--- config.mk ---
export PLATFORM = sky130hd
export DESIGN_NAME = intercore_sr_client
export DESIGN_NICKNAME = d
export VERILOG_FILES = /design/src/rtl/intercore_pkg.sv /design/src/rtl/intercore_sr_client.sv
export SDC_FILE = /design/constraint.sdc
export NUM_CORES = 1
export LEC_CHECK = 0
export CORE_UTILIZATION = 32
export CTS_CLUSTER_DIAMETER = 40
export CTS_CLUSTER_SIZE = 8
export DETAILED_ROUTE_END_ITERATION = 8
export MAX_ROUTING_LAYER = met4
export PLACE_DENSITY = 0.78
export SYNTH_ARGS = -nofsm -noshare
export SYNTH_HDL_FRONTEND = slang
export SYNTH_SLANG_ARGS = --single-unit
--- constraint.sdc ---
create_clock -name i_clk -period 1.7 [get_ports i_clk]
set_input_delay 0.34 -clock i_clk [delete_from_list [all_inputs] [get_ports i_clk]]
set_output_delay 0.34 -clock i_clk [all_outputs]
set_load 0.01 [all_outputs]
--- src/rtl/intercore_pkg.sv ---
// rtl/intercore_pkg.sv - shared SR-bus register map and client state encoding
package intercore_pkg;

    localparam int unsigned CORES = 2;

    localparam logic [3:0] SREG_ICINT_SET   = 4'h9;
    localparam logic [3:0] SREG_ICINT_RESET = 4'hA;
    localparam logic [3:0] SREG_ICDISABLE   = 4'hB;

    typedef enum logic [2:0] {
        ST_IDLE,
        ST_CLR,
        ST_SET,
        ST_HOLD,
        ST_READ,
        ST_GUARD
    } ic_state_e;

endpackage

--- src/rtl/intercore_sr_client.sv ---
// rtl/intercore_sr_client.sv - per-core SR-bus initiator for intercore IRQ set/clear, disable and status
module intercore_sr_client #(
    parameter int RW      = 16,
    parameter int CORES   = intercore_pkg::CORES,
    parameter int CORE_ID = 0
) (
    input  logic             i_clk,
    input  logic             i_rst_n,
    output logic [RW-1:0]    o_sr_bus_addr,
    output logic [RW-1:0]    o_sr_bus_data_o,
    output logic             o_sr_bus_we,
    input  logic [RW-1:0]    i_sr_bus_data_i,
    input  logic             i_core_int,
    input  logic             i_send_req,
    input  logic [CORES-1:0] i_send_mask,
    output logic             o_send_ack,
    input  logic             i_irq_ack,
    input  logic             i_hold_req,
    input  logic             i_hold_val,
    output logic             o_hold_ack,
    input  logic             i_status_req,
    output logic             o_status_valid,
    output logic [CORES-1:0] o_status,
    output logic             o_irq,
    output logic             o_busy
);
    import intercore_pkg::*;

    ic_state_e        state_q, state_d;
    logic             ack_pending_q, ack_pending_d;
    logic [RW-1:0]    addr_q, addr_d, data_q, data_d;
    logic             we_q, we_d;
    logic             send_ack_q, send_ack_d;
    logic             hold_ack_q, hold_ack_d;
    logic             status_valid_q, status_valid_d;
    logic [CORES-1:0] status_q, status_d;
    logic             irq_q, irq_d;
    logic             ack_now;
    logic             unused_data_hi;

    // An ack arriving in IDLE is served this edge rather than waiting a cycle in the flag.
    assign ack_now        = ack_pending_q | i_irq_ack;
    assign unused_data_hi = ^i_sr_bus_data_i[RW-1:CORES];

    always_comb begin
        state_d        = state_q;
        ack_pending_d  = ack_now;
        addr_d         = '0;
        data_d         = '0;
        we_d           = 1'b0;
        send_ack_d     = 1'b0;
        hold_ack_d     = 1'b0;
        status_valid_d = 1'b0;
        status_d       = status_q;
        // Keep the level low while our clear is pending or still propagating through the responder.
        irq_d = i_core_int & ~ack_now & ~((state_q == ST_CLR) || (state_q == ST_GUARD));

        case (state_q)
            ST_IDLE: begin
                if (ack_now) begin
                    state_d       = ST_CLR;
                    ack_pending_d = 1'b0;
                    addr_d        = RW'(SREG_ICINT_RESET);
                    data_d        = RW'(1) << CORE_ID;
                    we_d          = 1'b1;
                end else if (i_send_req) begin
                    state_d             = ST_SET;
                    addr_d              = RW'(SREG_ICINT_SET);
                    data_d[CORES-1:0]   = i_send_mask;
                    we_d                = 1'b1;
                    send_ack_d          = 1'b1;
                end else if (i_hold_req) begin
                    state_d    = ST_HOLD;
                    hold_ack_d = 1'b1;
                    if (CORE_ID == 0) begin
                        addr_d    = RW'(SREG_ICDISABLE);
                        data_d[1] = i_hold_val;
                        we_d      = 1'b1;
                    end
                end else if (i_status_req) begin
                    state_d = ST_READ;
                    addr_d  = RW'(SREG_ICINT_SET);
                end
            end
            ST_CLR:  state_d = ST_GUARD;
            ST_READ: begin
                state_d        = ST_IDLE;
                status_d       = i_sr_bus_data_i[CORES-1:0];
                status_valid_d = 1'b1;
            end
            default: state_d = ST_IDLE;
        endcase
    end

    always_ff @(posedge i_clk or negedge i_rst_n) begin
        if (!i_rst_n) begin
            state_q        <= ST_IDLE;
            ack_pending_q  <= 1'b0;
            addr_q         <= '0;
            data_q         <= '0;
            we_q           <= 1'b0;
            send_ack_q     <= 1'b0;
            hold_ack_q     <= 1'b0;
            status_valid_q <= 1'b0;
            status_q       <= '0;
            irq_q          <= 1'b0;
        end else begin
            state_q        <= state_d;
            ack_pending_q  <= ack_pending_d;
            addr_q         <= addr_d;
            data_q         <= data_d;
            we_q           <= we_d;
            send_ack_q     <= send_ack_d;
            hold_ack_q     <= hold_ack_d;
            status_valid_q <= status_valid_d;
            status_q       <= status_d;
            irq_q          <= irq_d;
        end
    end

    assign o_sr_bus_addr   = addr_q;
    assign o_sr_bus_data_o = data_q;
    assign o_sr_bus_we     = we_q;
    assign o_send_ack      = send_ack_q;
    assign o_hold_ack      = hold_ack_q;
    assign o_status_valid  = status_valid_q;
    assign o_status        = status_q;
    assign o_irq           = irq_q;
    assign o_busy          = (state_q != ST_IDLE) | ack_pending_q;

endmodule

==> results of run 1 <==
## power by group
part / internal [mW] / total [mW] / switching (mW)
logic: 0.349 / 0.654 / 0.304
clock network: 0.0822 / 0.193 / 0.110
registers: 0.503 / 0.581 / 0.0778
total: 0.935 / 1.43 / 0.493
## cell families after synthesis
logic type | synth area share (%)
multiplexers | 2.68
buffers and inverters | 25.6
AO/OA/AOI/OAI | 10.7
AND/OR/NAND/NOR | 12.8
flip-flops | 47.7
other | 0.447
## cell usage after synthesis
master,number,area (um2)
nand2_1,2,7.51
nand2b_1,2,12.5
dfrtp_1,16,400
mux2_2,2,22.5
o211a_1,2,20.0
a311oi_1,1,8.76
a2111oi_4,1,27.5
buf_2,1,5.00
a21oi_1,3,15.0
nand3b_1,1,7.51
o311a_1,1,10.0
a22o_1,1,8.76
and3_1,1,6.26
nor3b_2,1,12.5
conb_1,1,3.75
nor2_1,4,15.0
nor3b_1,1,7.51
inv_1,2,7.51
buf_4,27,203
nor3_1,1,5.00
nor4_4,1,21.3
or3_1,1,6.26
nor4_1,1,6.26
## metal layers
| metal | track usage, % | vias up | routed length, um |
|---|---|---|---|
| met2 | 22.5 | 38 | 855 |
| met4 | 5.26 | 0 | 21 |
| met3 | 1.72 | 2 | 119 |
| li1 | - | 262 | - |
| met5 | - | - | 0 |
| met1 | 11.1 | 267 | 560 |
## state kept, by name, summed over array words and instances, names as in the netlist
signal	flops
o_status	2
ack_pending_q	1
o_sr_bus_data_o	2
o_sr_bus_addr	3
o_hold_ack	1
o_irq	1
o_status_valid	1
state_q	3
o_sr_bus_we	1
o_send_ack	1
## per-stage QoR
stage	setup slack [ns]	hold WS, ns	total power [mW]	instances
after floorplan	0.442	0.0444	0.919	100
after global placement	0.0698	0.491	1.16	132
after detailed placement	0.0462	0.508	1.19	132
after CTS	0.0483	0.375	1.41	136
after global routing	0.0110	0.386	1.53	137
final	0.0890	0.371	1.43	137
## cell type report
class / count / area share (%)
flip-flops and latches: 16 / 36.5
well taps: 30 / 3.41
inverters: 2 / 0.682
clock buffers: 3 / 2.05
multi-input cells: 54 / 30.2
repair buffers: 32 / 27.2
## how the worst max path moves through the flow
stage / slack (ns) / end / depth (start not counted)
after CTS: 0.05 / o_busy / 3
after global placement: 0.07 / o_sr_bus_addr[0] / 3
after global routing: 0.01 / o_busy / 3
final: 0.09 / o_busy / 3
after detailed placement: 0.05 / o_sr_bus_addr[0] / 3
after floorplan: 0.44 / o_busy / 2
## repair_timing
action	in CTS	in global routing
endpoints found under the setup margin	1	1
resized for setup	2	2
hold buffers	0	0
buffers inserted	1	1
pin swaps	1	0
==> impl_results.md, run 1 <==
* Filler cells at 243
* Crit path DAT at 1.27 ns
* Clk_skew at 0.00278 ns
* Most frequent cells in the layout: conb_1 (27), clkdlybuf4s50_1 (23), dfrtp_1 (15)
* Mean Syn Cell Area at 11.3 um2
* Residual DRC count at 0
* Crit path time final at 1.61 ns
* Total number of H-tree levels at 1
* Global-route wire length before repair at 2210 um
* Root Driver: clkbuf_4
* Final HPWL DP at 1180 um
* Static leakage at 0.534 nW
* R2r worst-path depth at 3
* Post-synthesis cell area at 840 um2
* RSZ-0062 raised after global routing: no
* Most common cell after layout, fill and taps aside: conb_1
* PwrDens at 1300 nW/um2
* Critical path's largest stage delay at 0.42 ns
* Clk pin slew, worst setup/hold paths at 0.09 ns
* Worst skew pair latency at 0.28 ns
* CP bufs+invs at 1
* Multi-input gate area at 333 um2
* Cells after Synth at 74
* # setup viols final at 0
* Drt wl/cell at 11.4 um
* Row count at 18
* Routed vias at 569
* Synth cell types at 23
* Boundary pin count at 66
* Core area at 2480 um2
* Clock Tree Buf Depth at 2
* Clk sinks at 16
* CTS Buf Count at 3
* R2r setup slk at 0.28 ns
* Die height at 53.2 um
* Core Util, Final at 44.4%
* Period utilization at 94.8%
* Grt total ovfl at 0
* Placer Congestion at 0.764
* Register bit count reported by yosys at 16
* Final Hold Fails at 0
* Hold Path Class: primary input to async pin
* Setup crit end kind: output pin
* Antenna violations before repair at 0
* Area post-placement at 1050 um2
* Ys Warns at 0
* Cell at the slowest stage of the critical path: dfrtp_1
* Worst vdd ir at 0.760 mV
* Post-synthesis sequential area ratio at 47.7%
* Worst path cell trace: nor3_4 > nand2b_1 > dlygate4sd2_1
* Kind of critical path: register to output pin
* Status: completed
* Max-cap violations at 0
* Area grow syn2layout at 31.1%
* Worst Path Required at 1.36 ns
* Nets at 135
* Setup TNS at 0 ns
* Pre-Repair DR Iteration Count at 4
* Reg-to-Reg Start: state_q[2]
* Highest clock rate at 621 MHz
* Die width at 53.2 um
* Largest net degree at the start of global routing at 17
* Slew Limit Fails at 0
* Reg area at 402 um2
* Drt total wl at 1560 um
* Vias/cell at 4.15
* Initial Util at 33.9%
* R2R Path End: o_sr_bus_data_o[1]
* Vias in the first global route at 480
* Worst-path maximum fanout at 2
* Slew HR at 62.9%
* Final Instance Area at 1100 um2
* Ratio of cells with drive above 1 in the final layout at 16.8%
* Startpoint Class: register
* CTS tree: built
* Cell family contributing the most delay on the critical path: flip-flops
* Total die area at 2830 um2
* CP Launch Point: state_q[1]
* Total GRT Usage at 11.7%
* Worst Tran Pin Value at 0.554 ns
* ANT nets after route at 0
* Port Buf Inserts at 24
* Number of antenna diodes at 0
* Iter 0 DRT Violations at 2
Power figures use the tool's default switching activity.
==> run 2, diff against run 1 <==
CELL_PAD_IN_SITES_DETAIL_PLACEMENT = 0   (was default)
CELL_PAD_IN_SITES_GLOBAL_PLACEMENT = 2   (was default)
CORE_UTILIZATION = 17   (was 32)
PLACE_DENSITY = default   (was 0.78)
PLACE_DENSITY_LB_ADDON = 0.1   (was default)
==> run 2 against run 1 <==
- critical path depth up 1
- largest cell class unchanged
- wire length rose by 12%
- global-route usage shrank 4.5 points
- critical path type unchanged
- clock skew rose by 0.0018 ns
- critical endpoint unchanged
==> impl_results.md, run 2 (synthesized netlist as in run 1, its figures left out) <==
* Setup crit end kind: output pin
* PwrDens at 1290 nW/um2 (-0.73%)
* Max-cap violations at 0 (unchanged)
* Cell at the slowest stage of the critical path: dfrtp_1
* Hold Path Class: primary input to async pin
* Grt met2 use at 11.5% (-11 points)
* Drt total wl at 1740 um (+12%)
* Final HPWL DP at 1350 um (+15%)
* Clock Tree Buf Depth at 2 (unchanged)
* Clk pin slew, worst setup/hold paths at 0.06 ns (-0.03 ns)
* Drt wl/cell at 9.88 um (-13%)
* Crit path time final at 1.58 ns (-0.0273 ns)
* Clk_skew at 0.00456 ns (+0.00178 ns)
* Status: completed
* Row count at 25 (+7)
* Finished Layout Cells at 176 (+28%)
* Largest net degree at the start of global routing at 17 (unchanged)
* Most frequent cells in the layout: conb_1 (27), clkdlybuf4s50_1 (23), dfrtp_1 (16)
* Most common cell after layout, fill and taps aside: conb_1
* Worst Path Required at 1.36 ns (about the same)
* Cell family contributing the most delay on the critical path: flip-flops
* Critical path's largest stage delay at 0.39 ns (-0.03 ns)
* Core area at 4720 um2 (+91%)
* Die height at 72.3 um (+36%)
* Pre-Repair DR Iteration Count at 3 (-1)
* Final Hold Fails at 0 (unchanged)
* Static leakage at 0.554 nW (+3.7%)
* # setup viols final at 0 (unchanged)
* Met3 Usage GRT at 2.22% (+0.50 points)
* Area grow syn2layout at 39.9%
* Number of antenna diodes at 0 (unchanged)
* Worst path cell trace: nor3_2 > buf_4 > nand2b_1 > clkdlybuf4s15_1
* Busiest layer in global routing: met2
* Core Util, Final at 24.9% (-20 points)
* CP bufs+invs at 2 (+1)
* Reg area at 400 um2 (-0.31%)
* Post-CTS Hold Fix Bufs at 0 (unchanged)
* Multi-input gate area at 327 um2 (-1.9%)
* Nets at 137 (+1.5%)
* Residual DRC count at 0 (unchanged)
* Antenna violations before repair at 0 (unchanged)
* Boundary pin count at 66 (unchanged)
* Crit path DAT at 1.24 ns (-0.03 ns)
* Setup TNS at 0 ns (unchanged)
* Grt total ovfl at 0 (unchanged)
* Kind of critical path: register to output pin
* Highest clock rate at 631 MHz (+1.7%)
* Port Buf Inserts at 24 (unchanged)
* Placed cell count at 173 (+31%)
* RSZ-0062 raised after global routing: no
* Startpoint Class: register
* Global-route wire length before repair at 2750 um (+24%)
* Setup bufs post-CTS at 0 (-1)
* CTS Buf Count at 3 (unchanged)
* Overall Power at 1.51 mW (+5.9%)
* Filler cells at 499 (+110%)
* Total number of H-tree levels at 1 (unchanged)
* Total GRT Usage at 7.17% (-4.5 points)
* Total die area at 5220 um2 (+84%)
* Routed vias at 572 (+0.53%)
* Initial Util at 17.8% (-16 points)
* ANT nets after route at 0 (unchanged)
* Root Driver: clkbuf_8
* Period utilization at 93.2% (-1.6 points)
* Die width at 72.3 um (+36%)
* Met1 global-route usage at 8.16% (-3.0 points)
* Iter 0 DRT Violations at 26 (+24)
* Clk sinks at 16 (unchanged)
* Worst vdd ir at 0.235 mV (-69%)
* Vias in the first global route at 587 (+22%)
* Slew Limit Fails at 0 (unchanged)
* Worst skew pair latency at 0.25 ns (-0.03 ns)
* Placer Congestion at 0.726 (-5.0%)
* Vias/cell at 3.25 (-22%)
* CTS tree: built
* Worst-path maximum fanout at 5 (+3)
* Ratio of cells with drive above 1 in the final layout at 17.4% (+0.61 points)
run 2: cell count changes in the layout (fill, tap and decap cells not counted), sizes merged:
cell / delta
buf: +2
clkdlybuf4s15: +1
dlygate4sd2: -1
run 2: repair_timing:
action,in CTS,in global routing
resized for setup,1,2
setup endpoints to repair,1,1
pin swaps,0,1
run 2: worst paths after layout:
kind	start	end	slack [ns]	cells after the start
worst max-delay path	state_q[0]	o_busy	0.12	4
max in group asynchronous	i_rst_n	o_sr_bus_addr[3]	1.10	2
min in group i_clk	o_status[1]	o_status[1]	0.51	1
worst min register to register	o_status[1]	o_status[1]	0.51	1
worst max register to register	state_q[2]	o_sr_bus_data_o[1]	0.30	3
worst min-delay path	i_rst_n	o_status_valid	0.41	2
run 2: power breakdown:
part / internal, mW / switching [mW]
logic: 0.358 / 0.319
clock network: 0.157 / 0.129
registers: 0.502 / 0.0473
total: 1.02 / 0.496
run 2: metrics by stage:
step,instance area [um2],setup slack [ns],hold WS (ns)
after detailed placement,1130,0.108,0.500
after CTS,1170,0.0254,0.424
after global placement,1130,0.0933,0.494
after global routing,1170,0.0544,0.434
after floorplan,937,0.442,0.0444
final,1170,0.116,0.411
run 2: final cells by class:
type	count	area share, %
Sequential cell	16	34.1
Multi-Input combinational cell	54	27.8
Timing Repair Buffer	34	26.8
Tap cell	67	7.14
Clock buffer	3	3.51
Inverter	2	0.639
run 2: routing by layer:
metal,up-vias,wire length (um)
li1,268,-
met1,271,753
met2,30,847
met3,3,112
met4,0,25
met5,-,0
run 2: worst register-to-register path: stages (launching register included):
cell and delay [ns]:
dfrtp_1 0.39, buf_4 0.15, or3_1 0.53, a2111oi_4 0.23
==> run 3, diff against run 2 <==
PLACE_DENSITY = 0.75   (was default)
PLACE_DENSITY_LB_ADDON = default   (was 0.1)
==> run 3 against run 2 <==
- sequential share of layout area decreased by 0.36 points
- total power increased by 3.0%
- clock power increased by 17%
- sequential power increased by 1%
- final cell count increased by 0.57%
- flip-flop and latch count unchanged
- non-clock buffer count unchanged
- wire length decreased by 8.8%
- worst setup slack got worse by 0.018 ns
- first-iteration DRC count decreased by 62%
- combinational power decreased by 2%
==> impl_results.md, run 3 (synthesized netlist as in run 1, its figures left out) <==
* PostCTS Resize Cnt at 2 (+1)
* Setup TNS at 0 ns (unchanged)
* Hold Path Class: primary input to async pin
* Grt total ovfl at 0 (unchanged)
* Nets at 137 (unchanged)
* Busiest layer in global routing: met2
* Iter 0 DRT Violations at 10 (-62%)
* Pre-Repair DR Iteration Count at 3 (unchanged)
* Reg-to-Reg Start: state_q[2]
* Met3 Usage GRT at 3.61% (+1.4 points)
* Initial Util at 17.8% (unchanged)
* Vias in the first global route at 541 (-7.8%)
* Highest clock rate at 624 MHz (-1.1%)
* Die height at 72.3 um (unchanged)
* Core area at 4720 um2 (unchanged)
* Residual DRC count at 0 (unchanged)
* Grt met2 use at 10.6% (-0.93 points)
* Area grow syn2layout at 41.4%
* Number of antenna diodes at 0 (unchanged)
* Drt wl/cell at 8.96 um (-9.3%)
* CTS Buf Count at 3 (unchanged)
* Most frequent cells in the layout: conb_1 (27), clkdlybuf4s50_1 (23), dfrtp_1 (16)
* Clock Tree Buf Depth at 2 (unchanged)
* Setup bufs post-CTS at 0 (unchanged)
* RSZ-0062 raised after global routing: no
* # setup viols final at 0 (unchanged)
* Post-CTS Hold Fix Bufs at 0 (unchanged)
* Placer Congestion at 0.703 (-3.1%)
* Crit path DAT at 1.26 ns (+0.02 ns)
* Max-cap violations at 0 (unchanged)
* Final Instance Area at 1190 um2 (+1.1%)
* Global-route wire length before repair at 2640 um (-4.0%)
* Crit path time final at 1.60 ns (+0.0176 ns)
* CTS tree: built
* PwrDens at 1310 nW/um2 (+1.9%)
* Drt total wl at 1590 um (-8.8%)
* Finished Layout Cells at 177 (+0.57%)
* Critical path's largest stage delay at 0.39 ns (about the same)
* Pre-CTS setup slack at 0.0985 ns (-0.00976 ns)
* Startpoint Class: register
* Status: completed
* R2R Path End: o_sr_bus_data_o[1]
* Hold Worst Slack at 0.413 ns (+0.00159 ns)
* R2r worst-path depth at 3 (unchanged)
* Clk sinks at 16 (unchanged)
* Die width at 72.3 um (unchanged)
* Final HPWL DP at 1280 um (-5.3%)
* Total die area at 5220 um2 (unchanged)
* Internal Pwr Total at 1.06 mW (+4.5%)
* ANT nets after route at 0 (unchanged)
* Slew Limit Fails at 0 (unchanged)
* Static leakage at 0.560 nW (+1.0%)
* Total number of H-tree levels at 1 (unchanged)
* Kind of critical path: register to output pin
* Routed vias at 564 (-1.4%)
* Worst Path Required at 1.36 ns (about the same)
* Clk_skew at 0.000762 ns (-0.00380 ns)
* Worst path cell trace: nor3_2 > nand2b_1 > dlygate4sd2_1
* Comb pwr share at 42.8% (-2.0 points)
* R2r setup slk at 0.31 ns (about the same)
* P_sw at 494 uW (-0.25%)
* Worst setup margin at 0.0987 ns (-0.0176 ns)
* Most common cell after layout, fill and taps aside: conb_1
* Worst skew pair latency at 0.25 ns (about the same)
* Root Driver: clkbuf_8
* Setup crit end kind: output pin
* Port Buf Inserts at 24 (unchanged)
* Cell at the slowest stage of the critical path: dfrtp_1
* Largest net degree at the start of global routing at 17 (unchanged)
* Ratio of cells with drive above 1 in the final layout at 18.2% (+0.75 points)
* Worst-path maximum fanout at 2 (-3)
* Met1 global-route usage at 8.10% (-0.065 points)
* Area post-placement at 1130 um2 (unchanged)
* Clk pin slew, worst setup/hold paths at 0.06 ns (about the same)
* Sw Ratio at 31.8% (-1.0 points)
* Clock Power Share at 21.4% (+2.5 points)
* Period utilization at 94.2% (+1.0 points)
* Antenna violations before repair at 0 (unchanged)
* Placed cell count at 173 (unchanged)
* Row count at 25 (unchanged)
* Worst vdd ir at 0.354 mV (+50%)
* Total GRT Usage at 6.99% (-0.18 points)
* Vias/cell at 3.19 (-2.0%)
* Seq pwr share at 35.8% (-0.5 points)
* Final Hold Fails at 0 (unchanged)
* Boundary pin count at 66 (unchanged)
==> run 3: cell count changes in the layout (fill, tap and decap cells not counted), sizes merged <==
cell,change
clkdlybuf4s15,-1
clkbuf,+1
dlygate4sd2,+1
==> run 3: stage by stage <==
step | total power, mW | util [%]
floorplan | 0.919 | -
global placement | 1.22 | 23.9
detailed placement | 1.24 | 23.9
CTS | 1.58 | 25.1
global route | 1.66 | 25.1
finish | 1.56 | 25.1
==> run 3: power by group through the flow <==
stage / Clock [mW] / Combinational [mW] / Sequential, mW
floorplan: 0 / 0.289 / 0.630
global route: 0.366 / 0.727 / 0.572
finish: 0.334 / 0.666 / 0.557
CTS: 0.347 / 0.673 / 0.558
global placement: 0 / 0.661 / 0.554
detailed placement: 0 / 0.675 / 0.560
==> run 3: metal layers <==
| metal | vias up | routed length (um) |
|---|---|---|
| met5 | - | 0 |
| met1 | 260 | 661 |
| met4 | 0 | 8 |
| met2 | 35 | 762 |
| met3 | 2 | 153 |
| li1 | 267 | - |
==> run 3: how the worst max path moves through the flow <==
stage               startpoint  endpoint  slack (ns)  cells after the start
finish              state_q[0]    o_busy         0.1                      3
global route        state_q[0]    o_busy        0.03                      3
CTS                 state_q[0]    o_busy        0.10                      3
detailed placement  state_q[2]    o_busy         0.1                      3
global placement    state_q[2]    o_busy        0.12                      3
floorplan           state_q[1]    o_busy        0.44                      2
==> run 3: cell type report <==
cell class                      instances  area [um2]
Fill cell                             511        3540
Sequential cell                        16         400
Multi-Input combinational cell         54         327
Timing Repair Buffer                   34         314
Tap cell                               67        83.8
Clock buffer                            4        55.1
Inverter                                2        7.51
==> run 3: worst max-delay path: cells and delay by family (launching register included) <==
kind / cells / cell delay [ns]
buf+inv: 1 / 0.29
simple gates: 2 / 0.33
flops: 1 / 0.39
